==> src/rtl/mult_pkg.sv <==
// Package shared by the dot-product accumulator stage.
//   dot_state_t : FSM state encoding (IDLE, ACC, DONE)
//   PROD_W      : width of the unsigned product stream from the 8x8 multiplier
package mult_pkg;

  typedef enum logic [1:0] {
    IDLE = 2'd0,
    ACC  = 2'd1,
    DONE = 2'd2
  } dot_state_t;

  localparam int PROD_W = 16;

endpackage : mult_pkg

==> src/rtl/acc_adder.sv <==
// Accumulator adder: a + b with carry out of the top bit.
// Configuration macro: MULT_DOT_ACCUM_SAT_EN
//   defined   -> sum clamps to all ones whenever the add carries out
//   undefined -> sum wraps modulo 2^ACC_W
// Ports:
//   a     in  ACC_W  running accumulator value
//   b     in  ACC_W  zero-extended product
//   sum   out ACC_W  next accumulator value (saturated or wrapped)
//   carry out 1      carry out of bit ACC_W-1 (overflow indication)
module acc_adder #(
  parameter int ACC_W = 24
) (
  input  logic [ACC_W-1:0] a,
  input  logic [ACC_W-1:0] b,
  output logic [ACC_W-1:0] sum,
  output logic             carry
);

  logic [ACC_W-1:0] w_raw;

  // One extra bit on the left captures the carry without a separate compare.
  assign {carry, w_raw} = {1'b0, a} + {1'b0, b};

`ifdef MULT_DOT_ACCUM_SAT_EN
  // Once clamped, any further non-zero add carries again, so the value sticks.
  assign sum = carry ? {ACC_W{1'b1}} : w_raw;
`else
  assign sum = w_raw;
`endif

endmodule : acc_adder

==> src/rtl/mult_dot_accum.sv <==
// Dot-product accumulator placed after the 8x8 CSA-tree multiplier.
// Sums len unsigned 16-bit products taken over a valid/ready handshake and
// presents the sum on a valid/ready output held until consumed.
// Configuration macro: MULT_DOT_ACCUM_SAT_EN (saturating add, see acc_adder).
// Ports:
//   clk        in  1      rising-edge clock
//   reset_n    in  1      asynchronous active-low reset
//   start      in  1      begin a new dot product (IDLE only)
//   len        in  LEN_W  number of products; captured on accepted start
//   prod       in  16     unsigned product
//   prod_valid in  1      prod valid
//   prod_ready out 1      block accepts prod (ACC state)
//   acc_out    out ACC_W  dot-product result
//   acc_valid  out 1      result valid, held until acc_ready
//   acc_ready  in  1      consumer takes acc_out
//   ovf        out 1      sticky overflow for the current result
//   busy       out 1      high in ACC or DONE
module mult_dot_accum
  import mult_pkg::*;
#(
  parameter int ACC_W = 24,
  parameter int LEN_W = 8
) (
  input  logic              clk,
  input  logic              reset_n,
  input  logic              start,
  input  logic [LEN_W-1:0]  len,
  input  logic [PROD_W-1:0] prod,
  input  logic              prod_valid,
  output logic              prod_ready,
  output logic [ACC_W-1:0]  acc_out,
  output logic              acc_valid,
  input  logic              acc_ready,
  output logic              ovf,
  output logic              busy
);

  dot_state_t       r_state;
  dot_state_t       w_next_state;
  logic [LEN_W-1:0] r_len;
  logic [LEN_W-1:0] r_count;
  logic [ACC_W-1:0] r_acc;
  logic             r_ovf;

  logic             w_accept;
  logic             w_last;
  logic             w_start_ok;
  logic [ACC_W-1:0] w_sum;
  logic             w_carry;

  assign w_start_ok = (r_state == IDLE) && start;
  assign w_accept   = (r_state == ACC) && prod_valid;
  // r_len is never zero in ACC: a zero-length start goes straight to DONE.
  assign w_last     = w_accept && (r_count == (r_len - LEN_W'(1)));

  acc_adder #(.ACC_W(ACC_W)) u_adder (
    .a     (r_acc),
    .b     (ACC_W'(prod)),
    .sum   (w_sum),
    .carry (w_carry)
  );

  always_comb begin
    // NOTE: every output of this block gets a default first so no path leaves
    // a signal unassigned, which would infer a latch.
    w_next_state = r_state;
    prod_ready   = 1'b0;
    acc_valid    = 1'b0;
    busy         = 1'b1;
    unique case (r_state)
      IDLE: begin
        busy = 1'b0;
        if (start) w_next_state = (len == '0) ? DONE : ACC;
      end
      ACC: begin
        prod_ready = 1'b1;
        if (w_last) w_next_state = DONE;
      end
      DONE: begin
        acc_valid = 1'b1;
        if (acc_ready) w_next_state = IDLE;
      end
      default: w_next_state = IDLE;
    endcase
  end

  // NOTE: state registers use non-blocking assignments so every flop samples
  // the pre-edge values, independent of statement order.
  always_ff @(posedge clk or negedge reset_n) begin
    if (!reset_n) begin
      r_state <= IDLE;
      r_len   <= '0;
      r_count <= '0;
      r_acc   <= '0;
      r_ovf   <= 1'b0;
    end else begin
      r_state <= w_next_state;
      if (w_start_ok) begin
        r_len   <= len;
        r_count <= '0;
        r_acc   <= '0;
        r_ovf   <= 1'b0;
      end else if (w_accept) begin
        r_acc   <= w_sum;
        r_count <= r_count + LEN_W'(1);
        r_ovf   <= r_ovf | w_carry;
      end
    end
  end

  assign acc_out = r_acc;
  assign ovf     = r_ovf;

endmodule : mult_dot_accum

==> config.mk <==
export PLATFORM = sky130hd
export DESIGN_NAME = mult_dot_accum
export DESIGN_NICKNAME = d
export VERILOG_FILES = /design/src/rtl/mult_pkg.sv /design/src/rtl/acc_adder.sv /design/src/rtl/mult_dot_accum.sv
export SDC_FILE = /design/constraint.sdc
export NUM_CORES = 1
export LEC_CHECK = 0
export CORE_UTILIZATION = 45
export DETAILED_ROUTE_END_ITERATION = 16
export PLACE_DENSITY = 0.85
export SETUP_SLACK_MARGIN = 0.2
export SYNTH_ARGS = -nofsm -noshare
export SYNTH_HDL_FRONTEND = slang
export SYNTH_SLANG_ARGS = --single-unit
==> constraint.sdc <==
create_clock -name clk -period 2.4 [get_ports clk]
set_input_delay 0.48 -clock clk [delete_from_list [all_inputs] [get_ports clk]]
set_output_delay 0.48 -clock clk [all_outputs]
set_load 0.01 [all_outputs]
==> flow_summary.toml <==
[logic_synthesis]
synthAdderAreaFrac_pct = 8.53
synthArstFlopShare_pct = 100
syn_avg_cell_area_um2 = 8.90
synth_xor_area_share_pct = 10.4
yosysUniqueCellTypes = 52
synthCells = 323
ys_warn_count = 0
mappedNetlistArea_um2 = 2870
syn-num-nets = 371
synth-edff-count = 0
ys_seq_elements = 43
yosys.area_share.simple_pct = 21.2
synthMuxAreaShare_pct = 1.04
seq_area_frac_synth_pct = 37.4
synth-compound-area-share_pct = 16.9
ys.flop_type = "dfrtp_1"
synth_top_family_by_area = "simple AND/OR/NAND/NOR gates"

[clock_network]
root_buffer = "clkbuf_8"
clock_latency_ns = 0.29
cts_num_sinks = 43
htreeDepth = 2
cts_inserted_buffers = 5
clockBufferDepth = 2
clk_pin_slew_ns = 0.09
cts_hold_buf = 0
cts_tree = "done"

[routing]
drtIter0Drc = 215
num_vias = 2784
wirelength_um = 8170
ant_nets = 0
via_per_inst = 5.67
drc = 0
wl_per_cell_um = 16.6
first_pass_iters = 4

[finish]
register_area_um2 = 1080
layout.cells.non_filler = 491
fin_area_um2 = 4180
nFillCells = 451
area_delta_synth_final_pct = 45.4
utilization_pct = 69.4
fin_nets = 463
diodes = 0
final_layout_size_suffix_gt1_share_pct = 24.5
multiInputGateArea_um2 = 1970

[floorplan]
io_pins = 57
start_util_pct = 47.7
die_height_um = 81.9
dieArea_um2 = 6710
core-area_um2 = 6030
die_x_um = 81.9
rows = 28

[critical_path]
crit_type = "reg -> reg"
slowest_stage = "dfrtp_1"
ff2ff_path_depth = 9
cp_cell_sequence = "ha_4, fa_2, a211o_1, a211oi_2, o22ai_2, nor4b_2, nor3_1, xnor2_1, nor2_1"
cp.required_ns = 2.58
critPathMaxStageDelay_ns = 0.41
end_kind = "flop"
cp_num_buf_inv = 0
crit_path_max_fanout = 2
worstSetupPathDepth = 9
worstPathArrival_ns = 2.60
cpLargestDelayFamily = "compound AO/OA/AOI/OAI gates"
start_kind = "flop"

[grt]
overflow = 0
grt_max_degree = 44
grt_pass1_vias = 2627
grt_pass1_wl_um = 12000
antenna_found_initial = 0
grt_usage_pct = 23.5

[sta]
hold_violations = 0
fin_crit_sh_pct = 101
setup_slack_ns = -0.0188
rsz0062_at_grt = "yes"
min_period_ns = 2.42
tightestPinTransition_ns = 0.444
setup-violations-final = 1
fmax_mhz = 413
fin_setup_tns_ns = -0.0188
fin_skew_ns = 0.0115
slew_viol_final = 0
max_slew_margin_pct = 70.3

[placement]
dp.cells = 471
io_buffers = 56
dp.final_hpwl_um = 5200
place_area_um2 = 3690
gp_congestion = 0.871

[pwr]
peakVddDrop_v = 0.000692
power_leakage_nw = 1.86
power_density_nw_per_um2 = 1220

[job]
maxCapViolCount = 0

[outcome]
outcome = "complete, but fails checks"
violations = "setup timing"

[hold_path]
hold_path.class = "in -> async"
-- sequential cells by signal, indices dropped and copies added, names as in the netlist --
register and cells:
r_len 8, r_state 2, acc_out 24, ovf 1, r_count 8
-- layer usage --
| layer | wire [µm] | part of all wire, % | global-route usage (%) |
|---|---|---|---|
| met1 | 3450 | 42 | 29.8 |
| met2 | 4190 | 51 | 39.3 |
| met3 | 345 | 4.2 | 4.11 |
| met4 | 177 | 2.2 | 9.30 |
| met5 | 0 | 0 | 0 |
-- worst paths after layout --
| kind | startpoint | endpoint | slack [ns] |
|---|---|---|---|
| setup / recovery | acc_out[0]$_DFFE_PN0P_ | acc_out[22]$_DFFE_PN0P_ | -0.02 |
| hold / removal | reset_n | acc_out[3]$_DFFE_PN0P_ | 0.15 |
| setup reg to reg | acc_out[0]$_DFFE_PN0P_ | acc_out[22]$_DFFE_PN0P_ | -0.02 |
| hold reg to reg | acc_out[20]$_DFFE_PN0P_ | acc_out[20]$_DFFE_PN0P_ | 0.50 |
| max in group asynchronous | reset_n | acc_out[1]$_DFFE_PN0P_ | 2.02 |
| min in group clk | acc_out[20]$_DFFE_PN0P_ | acc_out[20]$_DFFE_PN0P_ | 0.50 |
-- synthesized netlist by cell type (3+ instances only) --
cell type | instances | area (µm²)
buf_6 | 4 | 45.0
a21o_1 | 7 | 52.6
nor3_1 | 3 | 15.0
nor2_1 | 21 | 78.8
nand3_1 | 14 | 70.1
a22o_1 | 5 | 43.8
a211oi_1 | 4 | 30.0
dfrtp_1 | 43 | 1080
xnor2_1 | 19 | 166
or3_1 | 3 | 18.8
nand2_1 | 57 | 214
o21ai_1 | 6 | 30.0
a31oi_1 | 3 | 18.8
xor2_1 | 15 | 131
inv_1 | 6 | 22.5
o21ai_0 | 17 | 85.1
ha_1 | 18 | 225
clkbuf_1 | 6 | 22.5
mux2i_1 | 3 | 30.0
a21oi_1 | 19 | 95.1
nand4_1 | 7 | 43.8
nor4_1 | 3 | 18.8
nor2b_1 | 3 | 18.8
-- cell type report --
class	instances	share of cell area (%)
Clock buffer	8	2.40
Tap cell	75	2.25
Multi-Input combinational cell	259	47.2
Sequential cell	43	25.8
Timing Repair Buffer	100	21.8
Inverter	6	0.539
-- timing repair --
item,CTS,global route
pin swaps,21,32
setup endpoints to repair,17,17
resized for setup,29,32
setup buffers,7,5
-- through the flow --
stage	setup slack, ns	total power [mW]	hold slack (ns)
6_report	-0.0188	5.10	0.151
5_1_grt	-0.122	5.48	0.155
3_5_place_dp	-0.534	3.95	0.477
3_3_place_gp	-0.455	3.84	0.474
2_1_floorplan	0.0405	2.96	0.184
4_1_cts	-0.0307	4.76	0.154
-- cells by family after synthesis --
family / after synthesis
AND/OR/NAND/NOR: 127
AO/OA/AOI/OAI: 76
flip-flops: 43
XOR/XNOR: 34
buffers and inverters: 21
adder cells (fa/ha/maj): 19
multiplexers: 3
-- worst reg2reg max path, cell delays in order (launching register included) --
cell      delay, ns
dfrtp_1        0.41
ha_4           0.17
fa_2           0.34
a211o_1        0.30
a211oi_2       0.28
o22ai_2        0.15
nor4b_2        0.27
nor3_1         0.11
xnor2_1        0.22
nor2_1         0.06
-- cell usage in the layout, fill, tap and decap left out, types with 13 or more instances in the layout --
cell type and instances:
nand2_1 57, clkdlybuf4s50_1 43, dfrtp_1 42, buf_4 40, nor2_1 19, xnor2_1 18, xor2_1 15, ha_4 14
nand3_1 13
-- power breakdown --
part | switching [mW] | internal [mW]
combinational | 1.55 | 1.71
clock | 0.249 | 0.263
sequential | 0.346 | 0.987
total | 2.14 | 2.96
(Power assumes the default switching activity.)
